===== src/rtl/knn_distance_engine.sv =====
// kNN distance engine: latches one test vector, sweeps stored samples from synchronous memory
// and streams one squared-Euclidean or Manhattan distance per sample.
module knn_distance_engine #(
  parameter int unsigned DATA_WIDTH   = 16,
  parameter int unsigned NUM_FEATURES = 8,
  parameter int unsigned NUM_SAMPLES  = 16,
  parameter int unsigned ADDR_WIDTH   = 8,
  parameter int unsigned MEM_LATENCY  = 1,
  localparam int unsigned FW    = (NUM_FEATURES > 1) ? $clog2(NUM_FEATURES) : 1,
  localparam int unsigned ACC_W = 2 * DATA_WIDTH + FW,
  localparam int unsigned IDX_W = (NUM_SAMPLES > 1) ? $clog2(NUM_SAMPLES) : 1
) (
  input  logic                  clk,
  input  logic                  rst_n,
  input  logic                  start,
  input  logic                  abort,
  input  logic                  metric_sel,
  output logic                  busy,
  output logic                  done,
  input  logic [DATA_WIDTH-1:0] test_feature,
  input  logic                  test_feature_valid,
  output logic                  test_feature_ready,
  output logic                  sample_rd_en,
  output logic [ADDR_WIDTH-1:0] sample_addr,
  input  logic [DATA_WIDTH-1:0] sample_data,
  output logic [ACC_W-1:0]      dist_data,
  output logic [IDX_W-1:0]      dist_idx,
  output logic                  dist_valid,
  input  logic                  dist_ready
);

  typedef enum logic [2:0] {S_IDLE, S_LOAD, S_FETCH, S_DRAIN, S_OUTPUT, S_DONE} state_e;

  localparam logic [FW-1:0]    F_LAST = FW'(NUM_FEATURES - 1);
  localparam logic [IDX_W-1:0] S_LAST = IDX_W'(NUM_SAMPLES - 1);

  state_e                 state_q, state_d;
  logic [FW-1:0]          fcnt_q, fcnt_d;
  logic [IDX_W-1:0]       samp_q, samp_d;
  logic [ADDR_WIDTH-1:0]  addr_q, addr_d;
  logic                   rd_en_q, rd_en_d;
  logic                   dv_q, dv_d;
  logic [IDX_W-1:0]       didx_q, didx_d;
  logic [ACC_W-1:0]       ddata_q, ddata_d;
  logic                   done_q, done_d;
  logic                   busy_q, busy_d;
  logic                   tfr_q, tfr_d;
  logic                   metric_q, metric_d;
  logic                   acc_clr_c, test_we_c, flush_c;

  logic [DATA_WIDTH-1:0]  test_q [NUM_FEATURES];
  logic [MEM_LATENCY-1:0] vld_q;
  logic [FW-1:0]          fidx_q [MEM_LATENCY];
  logic [ACC_W-1:0]       acc_q;
  logic                   last_q;

  logic [DATA_WIDTH-1:0]   test_sel_c;
  logic [DATA_WIDTH:0]     diff_c;
  logic [DATA_WIDTH-1:0]   absd_c;
  logic [2*DATA_WIDTH-1:0] sq_c;
  logic [ACC_W-1:0]        term_c;

  // Next-state and registered-output logic; abort overrides every non-idle state.
  always_comb begin
    state_d   = state_q;
    fcnt_d    = fcnt_q;
    samp_d    = samp_q;
    addr_d    = addr_q;
    rd_en_d   = rd_en_q;
    dv_d      = dv_q;
    didx_d    = didx_q;
    ddata_d   = ddata_q;
    done_d    = 1'b0;
    metric_d  = metric_q;
    acc_clr_c = 1'b0;
    test_we_c = 1'b0;
    flush_c   = 1'b0;
    case (state_q)
      S_IDLE: begin
        if (start) begin
          state_d  = S_LOAD;
          metric_d = metric_sel;
          fcnt_d   = '0;
          samp_d   = '0;
          addr_d   = '0;
        end
      end
      S_LOAD: begin
        if (test_feature_valid && tfr_q) begin
          test_we_c = 1'b1;
          if (fcnt_q == F_LAST) begin
            state_d   = S_FETCH;
            fcnt_d    = '0;
            rd_en_d   = 1'b1;
            acc_clr_c = 1'b1;
          end else begin
            fcnt_d = fcnt_q + FW'(1);
          end
        end
      end
      S_FETCH: begin
        if (fcnt_q == F_LAST) begin
          state_d = S_DRAIN;
          rd_en_d = 1'b0;
        end else begin
          fcnt_d = fcnt_q + FW'(1);
          addr_d = addr_q + ADDR_WIDTH'(1);
        end
      end
      S_DRAIN: begin
        if (last_q) begin
          state_d = S_OUTPUT;
          dv_d    = 1'b1;
          didx_d  = samp_q;
          ddata_d = acc_q;
        end
      end
      S_OUTPUT: begin
        if (dist_ready) begin
          dv_d = 1'b0;
          if (samp_q == S_LAST) begin
            state_d = S_DONE;
            done_d  = 1'b1;
          end else begin
            state_d   = S_FETCH;
            samp_d    = samp_q + IDX_W'(1);
            fcnt_d    = '0;
            addr_d    = addr_q + ADDR_WIDTH'(1);
            rd_en_d   = 1'b1;
            acc_clr_c = 1'b1;
          end
        end
      end
      S_DONE:  state_d = S_IDLE;
      default: state_d = S_IDLE;
    endcase
    if (abort && (state_q != S_IDLE)) begin
      state_d = S_IDLE;
      rd_en_d = 1'b0;
      dv_d    = 1'b0;
      done_d  = 1'b0;
      flush_c = 1'b1;
    end
    busy_d = (state_d != S_IDLE);
    tfr_d  = (state_d == S_LOAD);
  end

  always_ff @(posedge clk or negedge rst_n) begin
    if (!rst_n) begin
      state_q  <= S_IDLE;
      fcnt_q   <= '0;
      samp_q   <= '0;
      addr_q   <= '0;
      rd_en_q  <= 1'b0;
      dv_q     <= 1'b0;
      didx_q   <= '0;
      ddata_q  <= '0;
      done_q   <= 1'b0;
      busy_q   <= 1'b0;
      tfr_q    <= 1'b0;
      metric_q <= 1'b0;
    end else begin
      state_q  <= state_d;
      fcnt_q   <= fcnt_d;
      samp_q   <= samp_d;
      addr_q   <= addr_d;
      rd_en_q  <= rd_en_d;
      dv_q     <= dv_d;
      didx_q   <= didx_d;
      ddata_q  <= ddata_d;
      done_q   <= done_d;
      busy_q   <= busy_d;
      tfr_q    <= tfr_d;
      metric_q <= metric_d;
    end
  end

  always_ff @(posedge clk or negedge rst_n) begin
    if (!rst_n) begin
      for (int i = 0; i < int'(NUM_FEATURES); i++) test_q[i] <= '0;
    end else if (test_we_c) begin
      test_q[fcnt_q] <= test_feature;
    end
  end

  // Per-feature term: |test - sample| in DATA_WIDTH+1 bits, squared or passed through.
  always_comb begin
    test_sel_c = test_q[fidx_q[MEM_LATENCY-1]];
    diff_c     = {test_sel_c[DATA_WIDTH-1], test_sel_c} - {sample_data[DATA_WIDTH-1], sample_data};
    absd_c     = diff_c[DATA_WIDTH] ? DATA_WIDTH'(-diff_c) : DATA_WIDTH'(diff_c);
    sq_c       = (2*DATA_WIDTH)'(absd_c) * (2*DATA_WIDTH)'(absd_c);
    term_c     = metric_q ? ACC_W'(absd_c) : ACC_W'(sq_c);
  end

  // Return path: valid/feature-index tags track reads through the memory latency.
  always_ff @(posedge clk or negedge rst_n) begin
    if (!rst_n) begin
      vld_q  <= '0;
      for (int i = 0; i < int'(MEM_LATENCY); i++) fidx_q[i] <= '0;
      acc_q  <= '0;
      last_q <= 1'b0;
    end else begin
      fidx_q[0] <= fcnt_q;
      for (int i = 1; i < int'(MEM_LATENCY); i++) fidx_q[i] <= fidx_q[i-1];
      if (flush_c) begin
        vld_q <= '0;
      end else begin
        vld_q[0] <= rd_en_q;
        for (int i = 1; i < int'(MEM_LATENCY); i++) vld_q[i] <= vld_q[i-1];
      end
      last_q <= !flush_c && vld_q[MEM_LATENCY-1] && (fidx_q[MEM_LATENCY-1] == F_LAST);
      if (acc_clr_c) begin
        acc_q <= '0;
      end else if (vld_q[MEM_LATENCY-1] && !flush_c) begin
        acc_q <= acc_q + term_c;
      end
    end
  end

  assign busy               = busy_q;
  assign done               = done_q;
  assign test_feature_ready = tfr_q;
  assign sample_rd_en       = rd_en_q;
  assign sample_addr        = addr_q;
  assign dist_data          = ddata_q;
  assign dist_idx           = didx_q;
  assign dist_valid         = dv_q;

endmodule


===== config.mk =====
export PLATFORM = sky130hd
export DESIGN_NAME = knn_distance_engine
export DESIGN_NICKNAME = d
export VERILOG_FILES = /design/src/rtl/knn_distance_engine.sv
export SDC_FILE = /design/constraint.sdc
export NUM_CORES = 1
export LEC_CHECK = 0
export ABC_AREA = 1
export BUFFER_PORTS_ARGS = -buffer_cell sky130_fd_sc_hd__clkbuf_2
export CORE_ASPECT_RATIO = 1.2
export CORE_UTILIZATION = 40
export DETAILED_ROUTE_END_ITERATION = 10
export GPL_TIMING_DRIVEN = 0
export HOLD_SLACK_MARGIN = 0.1
export PLACE_DENSITY = 0.66
export SYNTH_ARGS = -nofsm -noshare
export SYNTH_HDL_FRONTEND = slang
export SYNTH_SLANG_ARGS = --single-unit

===== constraint.sdc =====
create_clock -name clk -period 26.2 [get_ports clk]
set_input_delay 2.62 -clock clk [delete_from_list [all_inputs] [get_ports clk]]
set_output_delay 2.62 -clock clk [all_outputs]
set_load 0.03 [all_outputs]

## Word level (Yosys, flattened, before mapping)

Cells that the tools add are included.

| cells by class | value |
|---|---|
| bitwise gates (word level) | 2 |
| equal/unequal tests | 19 |
| add/sub/neg operators | 6 |
| shifts and indexed selects | 0 |
| mux-type cells | 59 |
| multiply operators | 1 |
| reductions and logical operators | 22 |
| $lt $le $gt $ge | 3 |
| div/mod/pow operators | 0 |

Operator list:

| operator | count |
|---|---|
| 128-bit bitwise mux | 1 |
| 35-bit 2-to-1 mux | 2 |
| 16-bit 2-to-1 mux | 4 |
| 16-bit binary-select mux with 3-bit select | 1 |
| 16-bit demux with 3-bit select | 1 |
| 3-bit 2-to-1 mux | 14 |
| 35-bit by 32-bit adder with 35-bit output | 1 |
| 16-bit by 16-bit multiplier with 32-bit output | 1 |
| 32-bit 2-to-1 mux | 1 |
| 8-bit 2-to-1 mux | 4 |
| 8-bit case mux with 3 select lines | 1 |
| 1-bit 2-to-1 mux | 21 |
| 3-bit inequality test (second input constant) | 6 |
| 16-bit by 16-bit subtractor with 17-bit output | 1 |
| 16-bit negator | 1 |
| 3-bit case mux with 5 select lines | 1 |
| 4-bit 2-to-1 mux | 3 |
| 3-bit case mux with 4 select lines | 1 |
| 6-bit AND reduction | 2 |
| 3-bit nonzero test | 4 |
| 2-bit inequality test (second input constant) | 5 |
| 3-bit equality test (second input constant) | 3 |
| 8-bit by 1-bit adder with 8-bit output (second input constant) | 1 |
| 4-bit greater-or-equal comparator (second input constant) | 2 |
| 19 further kinds | 30 |

| word-level totals | value |
|---|---|
| flip-flop bits (word level) | 231 |
| word-level logic and storage cells | 136 |
| bits in latches | 0 |
| memory bits (writable) | 0 |
| bits of input ports | 39 |
| ROM bits | 0 |
| memories | 0 |
| output and inout bits | 52 |

## Logic depth before layout (Yosys ltp)

Gate-level depths: netlist of run 1.

| depth | value |
|---|---|
| word-level depth | 12 |
| depth in mapped cells | 62 |
| mapped depth without buffers | 58 |

## Worst setup path before layout of run 1

No wires, ideal clock.

| path | value |
|---|---|
| kind | input to register |
| start point | input port sample_data[0] |
| end point | register acc_q[33] |
| stages | 47 |
| path buffers | 1 |
| library setup time | 0.064 ns |
| setup slack | 15.147 ns |
| required time | 26.136 ns |
| data arrival time | 10.988 ns |
| path through | ha_1 > inv_1 > fa_1 > inv_1 > ha_1 > inv_1 > nor2_2 > nand3_1 > nor2_1 > nand2_1 > nor2_2 > nand2_2 > o31ai_4 > xor2_2 > buf_6 > nand2_2 > fa_1 > inv_1 > (+11 left out) > a21oi_1 > o21ai_0 > nand2_1 > nand2_1 > o21ai_0 > a21oi_1 > ha_1 > nand2_1 > nor2_1 > inv_1 > nor2_1 > inv_1 > nor4_1 > o21ai_0 > nand3_1 > nand2_1 > a21oi_1 > o21a_1 |

| between the ends | value |
|---|---|
| cells in the longest elaborated chain, start to end | 8 |

Ends and longest elaborated chain:

| element | line | text |
|---|---|---|
| from (decl) | 25 | `input logic [DATA_WIDTH-1:0] sample_data,` |
| 16-bit by 16-bit subtractor with 17-bit output (*) | 189 | `diff_c = {test_sel_c[DATA_WIDTH-1], test_sel_c} - {sample_data[DATA_WIDTH-1], sample_data};` |
| 16-bit negator | 190 | `absd_c = diff_c[DATA_WIDTH] ? DATA_WIDTH'(-diff_c) : DATA_WIDTH'(diff_c);` |
| 16-bit 2-to-1 mux (*) | 190 |  |
| 16-bit by 16-bit multiplier with 32-bit output | 191 | `sq_c = (2*DATA_WIDTH)'(absd_c) * (2*DATA_WIDTH)'(absd_c);` |
| 32-bit 2-to-1 mux (*) | 192 | `term_c = metric_q ? ACC_W'(absd_c) : ACC_W'(sq_c);` |
| 35-bit by 32-bit adder with 35-bit output (*) | 215 | `acc_q <= acc_q + term_c;` |
| 35-bit 2-to-1 mux (*) | 214 | `end else if (vld_q[MEM_LATENCY-1] && !flush_c) begin` |
| 35-bit 2-to-1 mux (*) | 212 | `if (acc_clr_c) begin` |
| to (signal assigned) | 215 |  |
| to (decl) | 54 | `logic [ACC_W-1:0] acc_q;` |

Mark *: on every way between the ends. The rest lies on a longest branch, timed or not. The select of a mux whose other input is x is not followed.
A chain may end at the register's enable or synchronous reset.

## Worst setup path in the final report of run 1

Ends and elaborated chain as after synthesis.

==> qor.yml, run 1 <==
cts-root-buf: "clkbuf_16"
synth-seq-cells: 231
postCtsSetupBuffers: 0
clk_path_buf_depth: 3
drive_above_1_share_pct: 7.930
syn_area_per_cell_um2: 7.706
fillers: 5065
viasPerCell: 5.229
clock_latency_ns: 0.55
core_mm2: 0.05045
crit_path_top_delay_cell: "fa_1"
slowest_delay_ns: 0.57
fp.dieW_um: 208.5
min_path_cells: 2
ioPinCount: 91
instances_no_fill: 3431
startpoint_type: "input pin"
detailroute.via_count: 17940
yosys.area_share.adder_pct: 25.19
port-buffer-count: 90
cts_tree: "yes"
hp-class: "reg2reg"
firstDrtPassIters: 8
skew_ns: 0.03253
h-tree-depth: 1
cp.arrival_ns: 12.80
cts_buffers: 22
syn_nets: 3008
synth-simple-area-share_pct: 18.77
hold_buffers: 0
fin_nets: 3124
maxCapViolations: 0
grt_usage_pct: 22.75
setup_viol: 0
rows: 90
wirelength_um: 57450
syn-instance-count: 2656
synth-xor-area-share_pct: 1.486
synth_mux_area_share_pct: 0.2751
end_kind: "flip-flop"
dp_hpwl_um: 46100
synth-seq-area-share_pct: 28.24
antenna_found_initial: 1
yosysWarnings: 0
diodes: 0
dp_cells: 3392
required_ns: 26.67
netlist_area_mm2: 0.02047
drc: 0
synth_cell_types: 56
synth_edf_count: 0
place_congestion: 0.9132
wl_per_cell_um: 16.75
min_period_over_period_pct: 47.07
overflow: 0
cts_resized: 0
die_y_um: 249.8
rsz0062_at_grt: "false"
grt_pass1_vias: 18780
slew_headroom_pct: 45.81
async_reset_ff_share_pct: 100.0
setup_tns_ns: 0
start_util_pct: 40.57
die_area_mm2: 0.05208
fin_crit_ns: 12.33
cpMostUsedCell: "nand2_1"
clkSlewWorstSetupHoldPaths_ns: 0.06
antenna_left: 0
area.growth.synth_to_final_pct: 10.00
drtIter0Drc: 1139
clock-sinks: 231
ys.flop_type: "dfrtp_1"
worst_r2r_path_depth: 49
synth-compound-area-share_pct: 15.11
critical_path_class: "in2reg"
synth_top_family_by_area: "adder cells"
grt_max_degree: 97
timing.fmax_mhz: 81.09
status: "completed"
critPathMaxFanout: 10
slew_violations: 0
tightest_slew_ns: 0.8101
grt_pass1_wl_um: 95150
final_hold_viol_count: 0
## metrics by stage
step / util (%) / worst slack, ns / hold slack, ns / area (um2)
after floorplan: - / 15.15 / 0.4354 / 20470
after global placement: 43.06 / 13.43 / 0.4601 / 21720
after detailed placement: 43.18 / 13.34 / 0.4677 / 21790
after CTS: 44.63 / 13.85 / 0.4834 / 22510
after global routing: 44.63 / 13.10 / 0.4978 / 22510
final: 44.63 / 13.87 / 0.4807 / 22510
## flip-flops by register name, summed over array words and instances, names as in the netlist
name and count:
dist_valid 1, metric_q 1, dist_idx 4, sample_addr 8, dist_data 35, last_q 1, fcnt_q 3, acc_q 35
sample_rd_en 1, vld_q 1, test_q 128, done 1, test_feature_ready 1, samp_q 4, fidx_q 3, busy 1
state_q 3
## cell families after synthesis
| logic type | count (synthesis) |
|---|---|
| AOI/OAI and AO/OA | 567 |
| xor gates and xnor gates | 30 |
| adders and majority gates | 313 |
| buffers and inverters | 574 |
| DFF | 231 |
| muxes | 5 |
| and+or+nand+nor | 936 |
## final cells by class
type,count,area (um2),share of cell area (%)
Buffer,81,380.4,1.690
Clock buffer,29,616.8,2.740
Clock inverter,10,110.1,0.4891
Inverter,493,1856,8.242
Multi-Input combinational cell,1851,12450,55.30
Sequential cell,231,5781,25.68
Tap cell,644,805.8,3.579
Timing Repair Buffer,92,514.2,2.284
## path summary, 6_finish.rpt
kind                                     start            end  slack (ns)
worst max register to register       fidx_q[0]      acc_q[33]       14.04
worst min-delay path               test_q[109]    test_q[109]        0.48
max in group asynchronous                rst_n  dist_data[22]       23.34
worst max-delay path            sample_data[0]      acc_q[33]       13.87
min in group asynchronous                rst_n     test_q[41]        2.00
worst min register to register     test_q[109]    test_q[109]        0.48
## Yosys cell counts (4+ instances only)
cell / count / area, um2
a21o_1: 11 / 82.58
inv_2: 16 / 60.06
a21oi_1: 116 / 580.6
o21ai_0: 335 / 1677
nand3b_1: 4 / 30.03
buf_6: 5 / 56.30
o21a_1: 4 / 30.03
o21bai_1: 11 / 82.58
a21boi_0: 5 / 37.54
a31oi_1: 23 / 143.9
nand2_1: 489 / 1836
dfrtp_1: 231 / 5781
o22ai_1: 37 / 231.5
mux2_2: 5 / 56.30
nor4_1: 6 / 37.54
xor2_1: 16 / 140.1
nor3_1: 19 / 95.09
nor2_2: 6 / 37.54
xnor2_1: 10 / 87.58
ha_1: 148 / 1852
clkbuf_1: 63 / 236.5
nand3_1: 69 / 345.3
fa_1: 165 / 3303
buf_2: 7 / 35.03
nand2_2: 22 / 137.6
nor2_1: 289 / 1085
inv_1: 474 / 1779
nand4_1: 15 / 93.84
buf_4: 5 / 37.54
o21ai_1: 5 / 25.02
## critical path, delay by kind of cell
kind | cells | cell delay [ns]
fa+ha+maj | 10 | 4.46
buf+inv | 8 | 1.09
compound gates | 9 | 1.72
simple gates | 19 | 2.91
## cell usage in the layout, fill, tap and decap left out, types with 11 or more instances in the layout
cell type / instances
a21o_1: 11
a21oi_1: 116
a31oi_1: 23
clkbuf_1: 66
clkbuf_16: 22
clkbuf_2: 89
dfrtp_1: 231
fa_1: 165
ha_1: 148
inv_1: 474
inv_2: 16
nand2_1: 489
nand2_2: 22
nand3_1: 69
nand4_1: 15
nor2_1: 289
nor3_1: 19
o21ai_0: 335
o21bai_1: 11
o22ai_1: 37
xor2_1: 16
## routing by layer
layer / GRT usage (%) / routed length [um] / vias up
met5: 0 / 8 / -
met4: 9.524 / 2392 / 2
met3: 2.630 / 3185 / 131
met2: 39.61 / 27840 / 508
met1: 28.47 / 24030 / 8641
li1: - / - / 8657
Power of run 1 is not shown: default switching activity piles up to over one toggle a cycle in this logic, so the estimate is an artifact.
==> run 2, diff against run 1 <==
- clock period: 26.2 -> 12.55 ns (I/O delays scaled with it)
==> run 2 against run 1 <==
Net effect:
- design area rose by 0.15%
- core utilization rose by 0.067 points
- die area did not move
- critical endpoint unchanged
==> qor.yml, run 2 (same netlist as run 1, synthesis figures left out) <==
min_path_cells: 2  # unchanged
die_area_mm2: 0.05208  # unchanged
drive_above_1_share_pct: 8.327  # was 7.930%
cp.arrival_ns: 12.13  # was 12.80 ns
grt_pass1_wl_um: 95150  # unchanged
reg2reg_slack_ns: 0.89  # was 14.04 ns
cts_buffers: 22  # unchanged
drc: 0  # unchanged
fillers: 5053  # was 5065
startpoint_type: "flip-flop"  # was input pin
mostFrequentLayoutCells: "nand2_1 (488), inv_1 (474), o21ai_0 (334)"  # was nand2_1 (489), inv_1 (474), o21ai_0 (335)
skew_ns: 0.03296  # was 0.03253 ns
dp_hpwl_um: 46100  # unchanged
die_y_um: 249.8  # unchanged
tightest_slew_ns: 0.8365  # was 0.8101 ns
timing.fmax_mhz: 85.75
grt_pass1_vias: 18780  # unchanged
r2r-start: "fidx_q[0]"  # unchanged
worst_r2r_path_depth: 49  # unchanged
wl_per_cell_um: 16.74  # was 16.75 um
fin_crit_ns: 11.66
h-tree-depth: 1  # unchanged
r2r_end: "acc_q[33]"  # unchanged
required_ns: 13.02  # was 26.67 ns
firstDrtPassIters: 5  # was 8
maxCapViolations: 0  # unchanged
slew_headroom_pct: 44.04  # was 45.81%
regMostFlops: "test_q"  # unchanged
hp-class: "reg2reg"  # unchanged
place_congestion: 0.9132  # unchanged
clock_latency_ns: 0.55  # about the same
end_kind: "flip-flop"  # unchanged
place_area_mm2: 0.02179  # unchanged
rows: 90  # unchanged
slew_violations: 0  # unchanged
hold_start: "test_q[106]"  # was test_q[109]
clock-sinks: 231  # unchanged
cts_tree: "yes"  # unchanged
critPathMaxFanout: 10  # unchanged
setup_viol: 0  # unchanged
layout_commonest_cell: "nand2_1"  # unchanged
detailroute.via_count: 17960  # was 17940
area.growth.synth_to_final_pct: 10.17  # was 10.00%
antenna_left: 0  # unchanged
critical_path_class: "reg2reg"  # was in2reg
antenna_found_initial: 1  # unchanged
ioPinCount: 91  # unchanged
largest_reg_flops: 128  # unchanged
final_hold_viol_count: 0  # unchanged
crit_path_top_delay_cell: "xor2_1"  # was fa_1
grt_max_degree: 97  # unchanged
drtIter0Drc: 1156  # was 1139
overflow: 0  # unchanged
status: "completed"  # unchanged
diodes: 0  # unchanged
wirelength_um: 57400  # was 57450 um
hold_buffers: 0  # unchanged
clk_path_buf_depth: 3  # unchanged
fp.dieW_um: 208.5  # unchanged
port-buffer-count: 90  # unchanged
min_to: "test_q[106]"  # was test_q[109]
final_area_mm2: 0.02255  # was 0.02251 mm2
core_mm2: 0.05045  # unchanged
viasPerCell: 5.237  # was 5.229
cpMostUsedCell: "fa_1"  # was nand2_1
start_util_pct: 40.57  # unchanged
clkSlewWorstSetupHoldPaths_ns: 0.07  # was 0.06 ns
slowest_delay_ns: 0.68  # was 0.57 ns
cts-root-buf: "clkbuf_16"  # unchanged
postCtsSetupBuffers: 0  # unchanged
min_period_over_period_pct: 92.92
fin_nets: 3123  # was 3124
grt_usage_pct: 22.75  # unchanged
==> run 2: changes by cell type in the layout (fill, tap and decap cells not counted), sizes merged <==
| cell | delta |
|---|---|
| clkbuf | -1 |
==> run 2: critical path: cells and delay by family, from the launching register on <==
family / cells / cell delay, ns
xor+xnor: 1 / 0.68
compound gates: 13 / 2.44
flops: 1 / 0.40
simple gates: 17 / 2.30
fa+ha+maj: 10 / 4.52
buf+inv: 8 / 1.27
==> run 2: stage by stage <==
stage,util (%),setup TNS (ns),instances,hold slack (ns),setup WS (ns)
3_5_place_dp,43.18,0,3392,0.4677,0.4900
5_1_grt,44.69,-0.0008233,3430,0.4978,-0.0008233
4_1_cts,44.63,0,3431,0.4834,0.4047
6_report,44.69,0,3430,0.4807,0.8885
2_1_floorplan,-,0,2656,0.4354,2.851
3_3_place_gp,43.06,0,3390,0.4601,0.6376
==> run 2: area by class of cell <==
type | instances | area, um2 | area share [%]
multi-input combinational | 1851 | 12470 | 55.33
sequential | 231 | 5781 | 25.64
inverter | 493 | 1856 | 8.230
tap | 644 | 805.8 | 3.574
clock buffer | 29 | 616.8 | 2.736
timing repair buffer | 92 | 514.2 | 2.281
buffer | 80 | 389.1 | 1.726
clock inverter | 10 | 110.1 | 0.4883
==> run 2: how the worst max path moves through the flow <==
| stage | start | end | slack (ns) |
|---|---|---|---|
| 3_3_place_gp | fidx_q[0] | acc_q[33] | 0.64 |
| 6_report | fidx_q[0] | acc_q[33] | 0.89 |
| 2_1_floorplan | fidx_q[0] | acc_q[33] | 2.85 |
| 5_1_grt | fidx_q[0] | acc_q[33] | -0.0008 |
| 3_5_place_dp | fidx_q[0] | acc_q[33] | 0.49 |
| 4_1_cts | fidx_q[0] | acc_q[33] | 0.40 |
==> run 2: metal layers <==
metal | global-route usage [%] | routed length [um]
met1 | 28.47 | 24040
met5 | 0 | 8
met3 | 2.630 | 3188
met2 | 39.61 | 27760
met4 | 9.524 | 2412
==> run 2: what timing repair did <==
action / 4_1_cts / 5_1_grt
setup endpoints to repair: 0 / 9
gates resized for setup: 0 / 24
hold endpoints to repair: 0 / 0
Power of run 2 is left out for the same reason.
==> run 3, diff against run 2 <==
- BUFFER_PORTS_ARGS: -buffer_cell sky130_fd_sc_hd__clkbuf_2 -> unset
- DONT_BUFFER_PORTS: unset -> 1
- PLACE_DENSITY: 0.66 -> 0.64
==> run 3 against run 2 <==
Net effect:
- via count fell by 2.3%
- maximum frequency down 1.3%
- final cell count decreased by 2.7%
- first-iteration DRC count grew 18%
- flip-flop and latch count did not move
- critical path depth is 4 higher
- core utilization shrank 1.1 points
- wire length is 0.41% higher
- register-to-register slack worse by 0.15 ns
- design area down 2.4%
- non-clock buffer count is 92 lower
- largest cell class unchanged
==> qor.yml, run 3 (same netlist as run 1, synthesis figures left out) <==
drc: 0  # unchanged
largest_reg_flops: 128  # unchanged
fin_nets: 3031  # was 3123
antenna_left: 0  # unchanged
rows: 90  # unchanged
grt_pass1_wl_um: 93610  # was 95150 um
wl_per_cell_um: 17.27  # was 16.74 um
timing.fmax_mhz: 84.66  # was 85.75 MHz
reg2reg_slack_ns: 0.74  # was 0.89 ns
dp_hpwl_um: 46100  # about the same
min_period_over_period_pct: 94.12  # was 92.92%
cts-root-buf: "clkbuf_16"  # unchanged
clock_latency_ns: 0.54  # was 0.55 ns
setup_ws_ns: 0.7381  # was 0.8885 ns
mostFrequentLayoutCells: "nand2_1 (488), inv_1 (474), o21ai_0 (335)"  # was nand2_1 (488), inv_1 (474), o21ai_0 (334)
fillers: 5042  # was 5053
grt_max_degree: 232  # was 97
worst_r2r_path_depth: 53  # was 49
cts_buffers: 22  # unchanged
startpoint_type: "flip-flop"  # unchanged
port-buffer-count: 0  # was 90
timing.hold.ws_ns: 0.4166  # was 0.4807 ns
ioPinCount: 91  # unchanged
end_kind: "flip-flop"  # unchanged
firstDrtPassIters: 6  # was 5
postCtsSetupBuffers: 0  # unchanged
fin_crit_ns: 11.81  # was 11.66 ns
viasPerCell: 5.258  # was 5.237
clk_path_buf_depth: 3  # unchanged
slew_headroom_pct: 52.07  # was 44.04%
maxCapViolations: 0  # unchanged
diodes: 0  # unchanged
final_hold_viol_count: 0  # unchanged
place_congestion: 0.9332  # was 0.9132
hp-class: "in2async"  # was reg2reg
layout_commonest_cell: "nand2_1"  # unchanged
die_y_um: 249.8  # unchanged
drtIter0Drc: 1368  # was 1156
grt_usage_pct: 22.52  # was 22.75%
h-tree-depth: 1  # unchanged
antenna_found_initial: 1  # unchanged
final-seq-area_mm2: 0.005781  # unchanged
start_util_pct: 40.57  # unchanged
area.growth.synth_to_final_pct: 7.569  # was 10.17%
rsz0062_at_grt: "false"
setup_tns_ns: 0  # unchanged
die_area_mm2: 0.05208  # unchanged
required_ns: 13.03  # was 13.02 ns
wirelength_um: 57640  # was 57400 um
critical_path_class: "reg2reg"  # unchanged
skew_ns: 0.01453  # was 0.03296 ns
r2r-start: "fidx_q[0]"  # unchanged
overflow: 0  # unchanged
drive_above_1_share_pct: 5.087  # was 8.327%
clkSlewWorstSetupHoldPaths_ns: 0.07  # about the same
grt_pass1_vias: 17810  # was 18780
critPathMaxFanout: 10  # unchanged
fp.dieW_um: 208.5  # unchanged
regMostFlops: "test_q"  # unchanged
detailroute.via_count: 17550  # was 17960
r2r_end: "acc_q[33]"  # unchanged
cts_tree: "yes"  # unchanged
tightest_slew_ns: 0.7126  # was 0.8365 ns
slew_violations: 0  # unchanged
crit_path_top_delay_cell: "xor2_2"  # was xor2_1
cp.arrival_ns: 12.29  # was 12.13 ns
status: "completed"  # unchanged
setup_viol: 0  # unchanged
multi_input_area_mm2: 0.01247  # about the same
slowest_delay_ns: 0.56  # was 0.68 ns
core_mm2: 0.05045  # unchanged
clock-sinks: 231  # unchanged
preCtsSetupSlack_ns: 0.4539  # was 0.4900 ns
cpMostUsedCell: "nand2_1"  # was fa_1
[run 3: worst max-delay path by stage]
stage,from,endpoint,slack [ns],cells past startpoint
detailed placement,fidx_q[0],acc_q[33],0.45,53
global route,fidx_q[0],acc_q[33],0.05,55
finish,fidx_q[0],acc_q[33],0.74,53
floorplan,fidx_q[0],acc_q[33],2.85,53
global placement,fidx_q[0],acc_q[33],0.47,53
CTS,fidx_q[0],acc_q[33],0.36,52
[run 3: critical path, delay by kind of cell, from the launching register on]
| family | cells | cell delay [ns] |
|---|---|---|
| simple gates | 19 | 2.41 |
| fa+ha+maj | 10 | 4.52 |
| flops | 1 | 0.39 |
| compound gates | 12 | 2.38 |
| buf+inv | 11 | 1.46 |
| xor+xnor | 1 | 0.56 |
[run 3: timing repair]
| action | in CTS | in global routing |
|---|---|---|
| endpoints found under the setup margin | 0 | 8 |
| hold buffers | 0 | 0 |
| resized for setup | 0 | 18 |
[run 3: metal layers]
metal	share of wire, %	vias up	track usage (%)
met1	42	8482	28.32
met3	5.8	93	3.158
met5	0.014	-	0
met2	49	517	39.27
met4	3.4	2	8.000
li1	-	8453	-
[run 3: final cells by class]
class | count | share of cell area, %
buffer | 80 | 1.750
clock buffer | 28 | 2.648
clock inverter | 10 | 0.6024
inverter | 493 | 8.429
multi-input combinational | 1851 | 56.65
sequential | 231 | 26.26
tap | 644 | 3.660
[run 3: stage by stage]
stage,cells,util (%),instance area (um2)
floorplan,2656,-,20470
global placement,3300,42.17,21270
detailed placement,3300,42.17,21270
CTS,3338,43.58,21990
global route,3337,43.64,22010
finish,3337,43.64,22010
Power of run 3 is left out for the same reason.
